File: src/rtl/fb_pkg.sv
// Framebuffer shared types and default widths, common to the port arbiter
// and the scan-out prefetcher.
package fb_pkg;

    localparam int FB_ADDR_W = 17;
    localparam int FB_DATA_W = 16;

    typedef enum logic [1:0] {
        TAG_NONE,
        TAG_SCAN,
        TAG_HOST
    } fb_tag_t;

    typedef enum logic [1:0] {
        CLEAR,
        NORMAL,
        BOOST
    } fb_arb_state_t;

endpackage

File: src/rtl/fb_port_arbiter_if.sv
// Requester and RAM-side signals of the framebuffer port arbiter.
// slave = the arbiter, master = requesters plus RAM.
interface fb_port_arbiter_if #(
    parameter int ADDR_W = fb_pkg::FB_ADDR_W,
    parameter int DATA_W = fb_pkg::FB_DATA_W
);

    logic              scan_req;
    logic [ADDR_W-1:0] scan_addr;
    logic              scan_urgent;
    logic              scan_gnt;
    logic              scan_rvalid;
    logic [DATA_W-1:0] scan_rdata;

    logic              host_req;
    logic              host_we;
    logic [ADDR_W-1:0] host_addr;
    logic [DATA_W-1:0] host_wdata;
    logic              host_gnt;
    logic              host_rvalid;
    logic [DATA_W-1:0] host_rdata;

    logic              mem_en;
    logic              mem_we;
    logic [ADDR_W-1:0] mem_addr;
    logic [DATA_W-1:0] mem_wdata;
    logic [DATA_W-1:0] mem_rdata;

    modport slave (
        input  scan_req, scan_addr, scan_urgent,
        input  host_req, host_we, host_addr, host_wdata,
        input  mem_rdata,
        output scan_gnt, scan_rvalid, scan_rdata,
        output host_gnt, host_rvalid, host_rdata,
        output mem_en, mem_we, mem_addr, mem_wdata
    );

    modport master (
        output scan_req, scan_addr, scan_urgent,
        output host_req, host_we, host_addr, host_wdata,
        output mem_rdata,
        input  scan_gnt, scan_rvalid, scan_rdata,
        input  host_gnt, host_rvalid, host_rdata,
        input  mem_en, mem_we, mem_addr, mem_wdata
    );

endinterface

File: src/rtl/fb_rd_tag_pipe.sv
// Read-owner tag delay line; tag_out lines up with the RAM read data.
// Latency: STAGES cycles from tag_in to tag_out.
// Backpressure: none, shifts every cycle; async clear drops in-flight tags.
module fb_rd_tag_pipe
    import fb_pkg::*;
#(
    parameter int STAGES = 3
) (
    input  logic    CLK_SYS,
    input  logic    Reset_Button,
    input  fb_tag_t tag_in,
    output fb_tag_t tag_out
);

    fb_tag_t stage_q [STAGES];
    fb_tag_t stage_d [STAGES];

    always_comb begin
        stage_d[0] = tag_in;
        for (int i = 1; i < STAGES; i++) begin
            stage_d[i] = stage_q[i-1];
        end
    end

    always_ff @(posedge CLK_SYS or negedge Reset_Button) begin
        if (!Reset_Button) begin
            for (int i = 0; i < STAGES; i++) begin
                stage_q[i] <= TAG_NONE;
            end
        end else begin
            stage_q <= stage_d;
        end
    end

    assign tag_out = stage_q[STAGES-1];

endmodule

File: src/rtl/fb_port_arbiter.sv
// Single-port framebuffer RAM arbiter: zero-fill after reset, then scan-priority with host boost.
// Latency: command registered 1 cycle after grant; read data returned RD_LAT+2 cycles after grant.
// Backpressure: combinational grants; requesters hold req and payload until their grant.
module fb_port_arbiter
    import fb_pkg::*;
#(
    parameter int ADDR_W   = FB_ADDR_W,
    parameter int DATA_W   = FB_DATA_W,
    parameter int DEPTH    = 2**ADDR_W,
    parameter int RD_LAT   = 2,
    parameter int MAX_WAIT = 8
) (
    input  logic             CLK_SYS,
    input  logic             Reset_Button,
    fb_port_arbiter_if.slave bus,
    output logic             init_done
);

    localparam int                WAIT_W    = $clog2(MAX_WAIT + 1);
    localparam logic [ADDR_W-1:0] LAST_ADDR = ADDR_W'(DEPTH - 1);
    localparam logic [WAIT_W-1:0] WAIT_MAX  = WAIT_W'(MAX_WAIT);

    fb_arb_state_t     state_q, state_d;
    logic [WAIT_W-1:0] wait_cnt_q, wait_cnt_d;
    logic              mem_en_q, mem_en_d;
    logic              mem_we_q, mem_we_d;
    logic [ADDR_W-1:0] mem_addr_q, mem_addr_d;
    logic [DATA_W-1:0] mem_wdata_q, mem_wdata_d;
    logic              scan_rvalid_q, scan_rvalid_d;
    logic [DATA_W-1:0] scan_rdata_q, scan_rdata_d;
    logic              host_rvalid_q, host_rvalid_d;
    logic [DATA_W-1:0] host_rdata_q, host_rdata_d;

    logic    scan_gnt;
    logic    host_gnt;
    fb_tag_t tag_in;
    fb_tag_t tag_out;

    always_comb begin
        scan_gnt = 1'b0;
        host_gnt = 1'b0;
        unique case (state_q)
            NORMAL: begin
                scan_gnt = bus.scan_req;
                host_gnt = bus.host_req && !bus.scan_req;
            end
            BOOST: begin
                // Urgent scan beats a boosted host only when scan actually has a request.
                scan_gnt = bus.scan_req && (bus.scan_urgent || !bus.host_req);
                host_gnt = bus.host_req && !scan_gnt;
            end
            default: ;
        endcase
    end

    always_comb begin
        state_d     = state_q;
        wait_cnt_d  = wait_cnt_q;
        mem_en_d    = 1'b0;
        mem_we_d    = 1'b0;
        mem_addr_d  = mem_addr_q;
        mem_wdata_d = mem_wdata_q;
        tag_in      = TAG_NONE;

        if (!bus.host_req || host_gnt) begin
            wait_cnt_d = '0;
        end else if (wait_cnt_q != WAIT_MAX) begin
            wait_cnt_d = wait_cnt_q + 1'b1;
        end

        unique case (state_q)
            CLEAR: begin
                // mem_addr_q doubles as the clear pointer: it holds the write now on the bus.
                if (mem_addr_q == LAST_ADDR) begin
                    state_d = NORMAL;
                end else begin
                    mem_en_d    = 1'b1;
                    mem_we_d    = 1'b1;
                    mem_addr_d  = mem_addr_q + 1'b1;
                    mem_wdata_d = '0;
                    if (mem_addr_d == LAST_ADDR) begin
                        state_d = NORMAL;
                    end
                end
            end
            NORMAL: begin
                if (wait_cnt_d == WAIT_MAX) begin
                    state_d = BOOST;
                end
            end
            BOOST: begin
                if (host_gnt || !bus.host_req) begin
                    state_d = NORMAL;
                end
            end
            default: state_d = CLEAR;
        endcase

        if (scan_gnt) begin
            mem_en_d   = 1'b1;
            mem_addr_d = bus.scan_addr;
            tag_in     = TAG_SCAN;
        end else if (host_gnt) begin
            mem_en_d    = 1'b1;
            mem_we_d    = bus.host_we;
            mem_addr_d  = bus.host_addr;
            mem_wdata_d = bus.host_wdata;
            tag_in      = bus.host_we ? TAG_NONE : TAG_HOST;
        end
    end

    always_comb begin
        scan_rvalid_d = (tag_out == TAG_SCAN);
        host_rvalid_d = (tag_out == TAG_HOST);
        scan_rdata_d  = scan_rvalid_d ? bus.mem_rdata : scan_rdata_q;
        host_rdata_d  = host_rvalid_d ? bus.mem_rdata : host_rdata_q;
    end

    always_ff @(posedge CLK_SYS or negedge Reset_Button) begin
        if (!Reset_Button) begin
            state_q       <= CLEAR;
            wait_cnt_q    <= '0;
            mem_en_q      <= 1'b1;
            mem_we_q      <= 1'b1;
            mem_addr_q    <= '0;
            mem_wdata_q   <= '0;
            scan_rvalid_q <= 1'b0;
            scan_rdata_q  <= '0;
            host_rvalid_q <= 1'b0;
            host_rdata_q  <= '0;
        end else begin
            state_q       <= state_d;
            wait_cnt_q    <= wait_cnt_d;
            mem_en_q      <= mem_en_d;
            mem_we_q      <= mem_we_d;
            mem_addr_q    <= mem_addr_d;
            mem_wdata_q   <= mem_wdata_d;
            scan_rvalid_q <= scan_rvalid_d;
            scan_rdata_q  <= scan_rdata_d;
            host_rvalid_q <= host_rvalid_d;
            host_rdata_q  <= host_rdata_d;
        end
    end

    fb_rd_tag_pipe #(
        .STAGES (RD_LAT + 1)
    ) u_tag_pipe (
        .CLK_SYS      (CLK_SYS),
        .Reset_Button (Reset_Button),
        .tag_in       (tag_in),
        .tag_out      (tag_out)
    );

    assign bus.scan_gnt    = scan_gnt;
    assign bus.host_gnt    = host_gnt;
    assign bus.mem_en      = mem_en_q;
    assign bus.mem_we      = mem_we_q;
    assign bus.mem_addr    = mem_addr_q;
    assign bus.mem_wdata   = mem_wdata_q;
    assign bus.scan_rvalid = scan_rvalid_q;
    assign bus.scan_rdata  = scan_rdata_q;
    assign bus.host_rvalid = host_rvalid_q;
    assign bus.host_rdata  = host_rdata_q;
    assign init_done       = (state_q != CLEAR);

endmodule

File: src/flat_wrapper.sv
// flat-port wrapper written by rule: the top's interface ports become plain ports
module fb_port_arbiter_flat import fb_pkg::*;
#(
    parameter int ADDR_W   = FB_ADDR_W,
    parameter int DATA_W   = FB_DATA_W,
    parameter int DEPTH    = 2**ADDR_W,
    parameter int RD_LAT   = 2,
    parameter int MAX_WAIT = 8
)
  (CLK_SYS, Reset_Button, init_done, bus_scan_req, bus_scan_addr, bus_scan_urgent, bus_host_req, bus_host_we, bus_host_addr, bus_host_wdata, bus_mem_rdata, bus_scan_gnt, bus_scan_rvalid, bus_scan_rdata, bus_host_gnt, bus_host_rvalid, bus_host_rdata, bus_mem_en, bus_mem_we, bus_mem_addr, bus_mem_wdata);
  fb_port_arbiter_if #(.ADDR_W(ADDR_W), .DATA_W(DATA_W)) bus_i ();
  input  logic CLK_SYS;
  input  logic Reset_Button;
  output logic init_done;
  input wire logic [$bits(bus_i.scan_req)-1:0] bus_scan_req;
  input wire logic [$bits(bus_i.scan_addr)-1:0] bus_scan_addr;
  input wire logic [$bits(bus_i.scan_urgent)-1:0] bus_scan_urgent;
  input wire logic [$bits(bus_i.host_req)-1:0] bus_host_req;
  input wire logic [$bits(bus_i.host_we)-1:0] bus_host_we;
  input wire logic [$bits(bus_i.host_addr)-1:0] bus_host_addr;
  input wire logic [$bits(bus_i.host_wdata)-1:0] bus_host_wdata;
  input wire logic [$bits(bus_i.mem_rdata)-1:0] bus_mem_rdata;
  output wire logic [$bits(bus_i.scan_gnt)-1:0] bus_scan_gnt;
  output wire logic [$bits(bus_i.scan_rvalid)-1:0] bus_scan_rvalid;
  output wire logic [$bits(bus_i.scan_rdata)-1:0] bus_scan_rdata;
  output wire logic [$bits(bus_i.host_gnt)-1:0] bus_host_gnt;
  output wire logic [$bits(bus_i.host_rvalid)-1:0] bus_host_rvalid;
  output wire logic [$bits(bus_i.host_rdata)-1:0] bus_host_rdata;
  output wire logic [$bits(bus_i.mem_en)-1:0] bus_mem_en;
  output wire logic [$bits(bus_i.mem_we)-1:0] bus_mem_we;
  output wire logic [$bits(bus_i.mem_addr)-1:0] bus_mem_addr;
  output wire logic [$bits(bus_i.mem_wdata)-1:0] bus_mem_wdata;
  assign bus_i.scan_req = bus_scan_req;
  assign bus_i.scan_addr = bus_scan_addr;
  assign bus_i.scan_urgent = bus_scan_urgent;
  assign bus_i.host_req = bus_host_req;
  assign bus_i.host_we = bus_host_we;
  assign bus_i.host_addr = bus_host_addr;
  assign bus_i.host_wdata = bus_host_wdata;
  assign bus_i.mem_rdata = bus_mem_rdata;
  assign bus_scan_gnt = bus_i.scan_gnt;
  assign bus_scan_rvalid = bus_i.scan_rvalid;
  assign bus_scan_rdata = bus_i.scan_rdata;
  assign bus_host_gnt = bus_i.host_gnt;
  assign bus_host_rvalid = bus_i.host_rvalid;
  assign bus_host_rdata = bus_i.host_rdata;
  assign bus_mem_en = bus_i.mem_en;
  assign bus_mem_we = bus_i.mem_we;
  assign bus_mem_addr = bus_i.mem_addr;
  assign bus_mem_wdata = bus_i.mem_wdata;
  fb_port_arbiter #(.ADDR_W(ADDR_W), .DATA_W(DATA_W), .DEPTH(DEPTH), .RD_LAT(RD_LAT), .MAX_WAIT(MAX_WAIT)) u_core (.CLK_SYS(CLK_SYS), .Reset_Button(Reset_Button), .bus(bus_i), .init_done(init_done));
endmodule
File: config.mk
export PLATFORM = sky130hd
export DESIGN_NAME = fb_port_arbiter_flat
export DESIGN_NICKNAME = d
export VERILOG_FILES = /design/src/rtl/fb_pkg.sv /design/src/rtl/fb_port_arbiter_if.sv /design/src/rtl/fb_rd_tag_pipe.sv /design/src/rtl/fb_port_arbiter.sv /design/src/flat_wrapper.sv
export SDC_FILE = /design/constraint.sdc
export NUM_CORES = 1
export LEC_CHECK = 0
export CAP_MARGIN = 40
export CORE_ASPECT_RATIO = 2
export CORE_MARGIN = 3
export CORE_UTILIZATION = 38
export DETAILED_ROUTE_END_ITERATION = 7
export DONT_BUFFER_PORTS = 1
export PLACE_DENSITY = 0.55
export REMOVE_ABC_BUFFERS = 1
export SYNTH_ARGS = -nofsm -noshare
export SYNTH_HDL_FRONTEND = slang
export SYNTH_SLANG_ARGS = --single-unit
File: constraint.sdc
create_clock -name CLK_SYS -period 4.35 [get_ports CLK_SYS]
set_input_delay 0.87 -clock CLK_SYS [delete_from_list [all_inputs] [get_ports CLK_SYS]]
set_output_delay 0.87 -clock CLK_SYS [all_outputs]
set_load 0.05 [all_outputs]
==> impl_metrics.toml <==
[outcome]
status = "finished clean"

[clock_network]
cts_tree = "done"
cts_resized = 0
hold_buffers = 0
clock_sinks = 81
cts_root_buf = "clkbuf_16"
clkTransAtPathRegs_ns = 0.06
clockBufferDepth = 2
numCtsBuffers = 9
ctsHtreeMaxLevel = 3
insertion_delay_ns = 0.33
post_cts.repair.setup_buffers = 0

[global_routing]
grt_max_degree = 82
grt_overflow = 0
grt.total_usage_pct = 17.3
grt_pass1_vias = 2935
grt_pass1_wl_mm = 15.2
grt_antenna_before_repair = 0

[yosys]
synthCells = 389
yosys.area.top_type_share_pct = 49.9
synth_area_leaders = "dfrtp_1 (50%), mux2_2 (9.4%), nand2_1 (5.0%)"
ys_seq_elements = 81
yosys_warnings = 0
syn-cell-area_mm2 = 0.00397
synth-seq-area-share_pct = 51.2
yosysTopAreaCell = "dfrtp_1"
synth_edf_count = 0
syn_area_per_cell_um2 = 10.2
yosysMostFrequentCell = "dfrtp_1"
synth.distinct_cells = 51
synth_top_flop_cell = "dfrtp_1"
ys_async_sr_fraction_pct = 100
synthTopCellsByCount = "dfrtp_1 (79), nand2_1 (53), mux2_2 (33)"

[cells_and_area]
n_antenna_cell = 0
final_nets = 475
syn2layout_area_growth_pct = 13.1
drive_gt1_share_pct = 18.5
n_fill_cell = 1024
finalCoreUtilization_pct = 44.2
layout.cells.non_filler = 534

[timing]
post-route-period-util_pct = 83.4
hold_violations = 0
max_freq_mhz = 276
fin_tns_setup_ns = 0
rsz0062_at_grt = "no"
max_slew_margin_pct = 51.8
worstMarginPinSlew_ns = 0.721
drv_slew = 0
finalCriticalPeriod_ns = 3.63
fin_ws_ns = 0.722
fin_skew_ns = 0.00657
finalSetupViolations = 0

[critical_path]
critPathCaptureType = "register"
critPathLaunchType = "register"
arrival_ns = 3.85
r2r_cells = 10
crit_cells = 10
r2r_start = "u_core.bus.mem_addr[6]"
path_cells = "nand3_1 > or2_1 > nor3_1 > and3_1 > ha_1 > nor2_1 > and2_1 > a2111o_1 > a211oi_2 > mux2_1"
path_max_fanout = 9
critPathRequiredTime_ns = 4.57
crit_start = "u_core.bus.mem_addr[6]"
critPathKind = "reg2reg"
critical-path-top-delay-family = "simple AND/OR/NAND/NOR gates"
crit_buf_inv = 0
critPathMaxStageDelay_ns = 0.76
critPathSlowestCell = "dfrtp_1"

[detailed_routing]
vias = 2924
drt_pass1_iterations = 4
first_iter_violations = 112
via_per_inst = 5.48
drc = 0
antenna_left = 0
wl_per_cell_um = 19.3
routed_wl_mm = 10.3

[run]
cap_violations = 0

[placed_design]
place.port_buffers = 0
dpl.hpwl_mm = 7.74
pre_cts_ws_ns = 0.757
dp.cells = 518
gp_congestion = 0.831

[floorplanning]
core_mm2 = 0.0101
fp.dieH_um = 150
initial_core_util_pct = 39.1
die_w_um = 78.2
die-area_mm2 = 0.0118
std_cell_rows = 52
ios = 144

[min_path]
hold_class = "in2async"
routing by layer:
| layer | up-vias | GRT usage, % | routed length, µm |
|---|---|---|---|
| met2 | 125 | 32.3 | 5770 |
| met5 | - | 0 | 0 |
| met1 | 1404 | 16.7 | 3450 |
| met3 | 14 | 5.81 | 861 |
| met4 | 0 | 8.32 | 209 |
| li1 | 1381 | - | - |
path summary, 6_finish.rpt:
check / endpoint / slack [ns]
worst max-delay path: u_core.state_q[1] / 0.72
worst min-delay path: u_core.bus.scan_rdata[0] / 0.23
worst max register to register: u_core.state_q[1] / 0.72
worst min register to register: u_core.u_tag_pipe.stage_d[1] / 0.35
max in group asynchronous: u_core.bus.mem_we / 3.90
min in group CLK_SYS: u_core.u_tag_pipe.stage_d[1] / 0.35
placed cells by master (no fill, tap or decap), types with 12 or more instances in the layout:
master and n:
mux2_2 33, nand2_1 53, dfrtp_1 79, nor2_1 30
o21ai_0 24, a21oi_1 17, buf_4 12, inv_1 15
final cells by class:
class / instances / area [µm²] / share of cell area [%]
well taps: 135 / 169 / 3.77
inverters: 15 / 56.3 / 1.26
repair buffers: 14 / 120 / 2.68
clock buffers: 9 / 225 / 5.02
flip-flops and latches: 81 / 2030 / 45.2
multi-input cells: 273 / 1810 / 40.3
clock inverters: 7 / 77.6 / 1.73
cells by family (layout without fill, tap and decap cells):
group / after synthesis / after routing / synth area share, %
AND/OR/NAND/NOR: 125 / 125 / 14.4
AO/OA/AOI/OAI: 92 / 92 / 15.4
flip-flops: 81 / 81 / 51.2
multiplexers: 39 / 39 / 10.9
buffers and inverters: 35 / 45 / 3.47
adder cells (fa/ha/maj): 9 / 9 / 2.84
XOR/XNOR: 8 / 8 / 1.77
through the flow:
stage | hold slack [ns] | cell area, µm²
after global placement | 0.333 | 4150
final | 0.231 | 4490
after global routing | 0.211 | 4490
after floorplan | 0.331 | 3880
after detailed placement | 0.337 | 4180
after CTS | 0.213 | 4490
sequential cells by signal, indices dropped and copies added, names as in the netlist:
name and count:
u_core.u_tag_pipe.tag_out 2, u_core.bus.mem_wdata 16, u_core.u_tag_pipe.stage_d 4, u_core.bus.mem_en 1, u_core.bus.scan_rvalid 1, u_core.bus.mem_we 1
u_core.state_q 2, u_core.bus.scan_rdata 16, u_core.bus.host_rdata 16, u_core.bus.host_rvalid 1, u_core.wait_cnt_q 4, u_core.bus.mem_addr 17
Power is left out: the tool's default activity adds up to more than one toggle a clock period on the data nets, which glitch-free logic cannot reach.
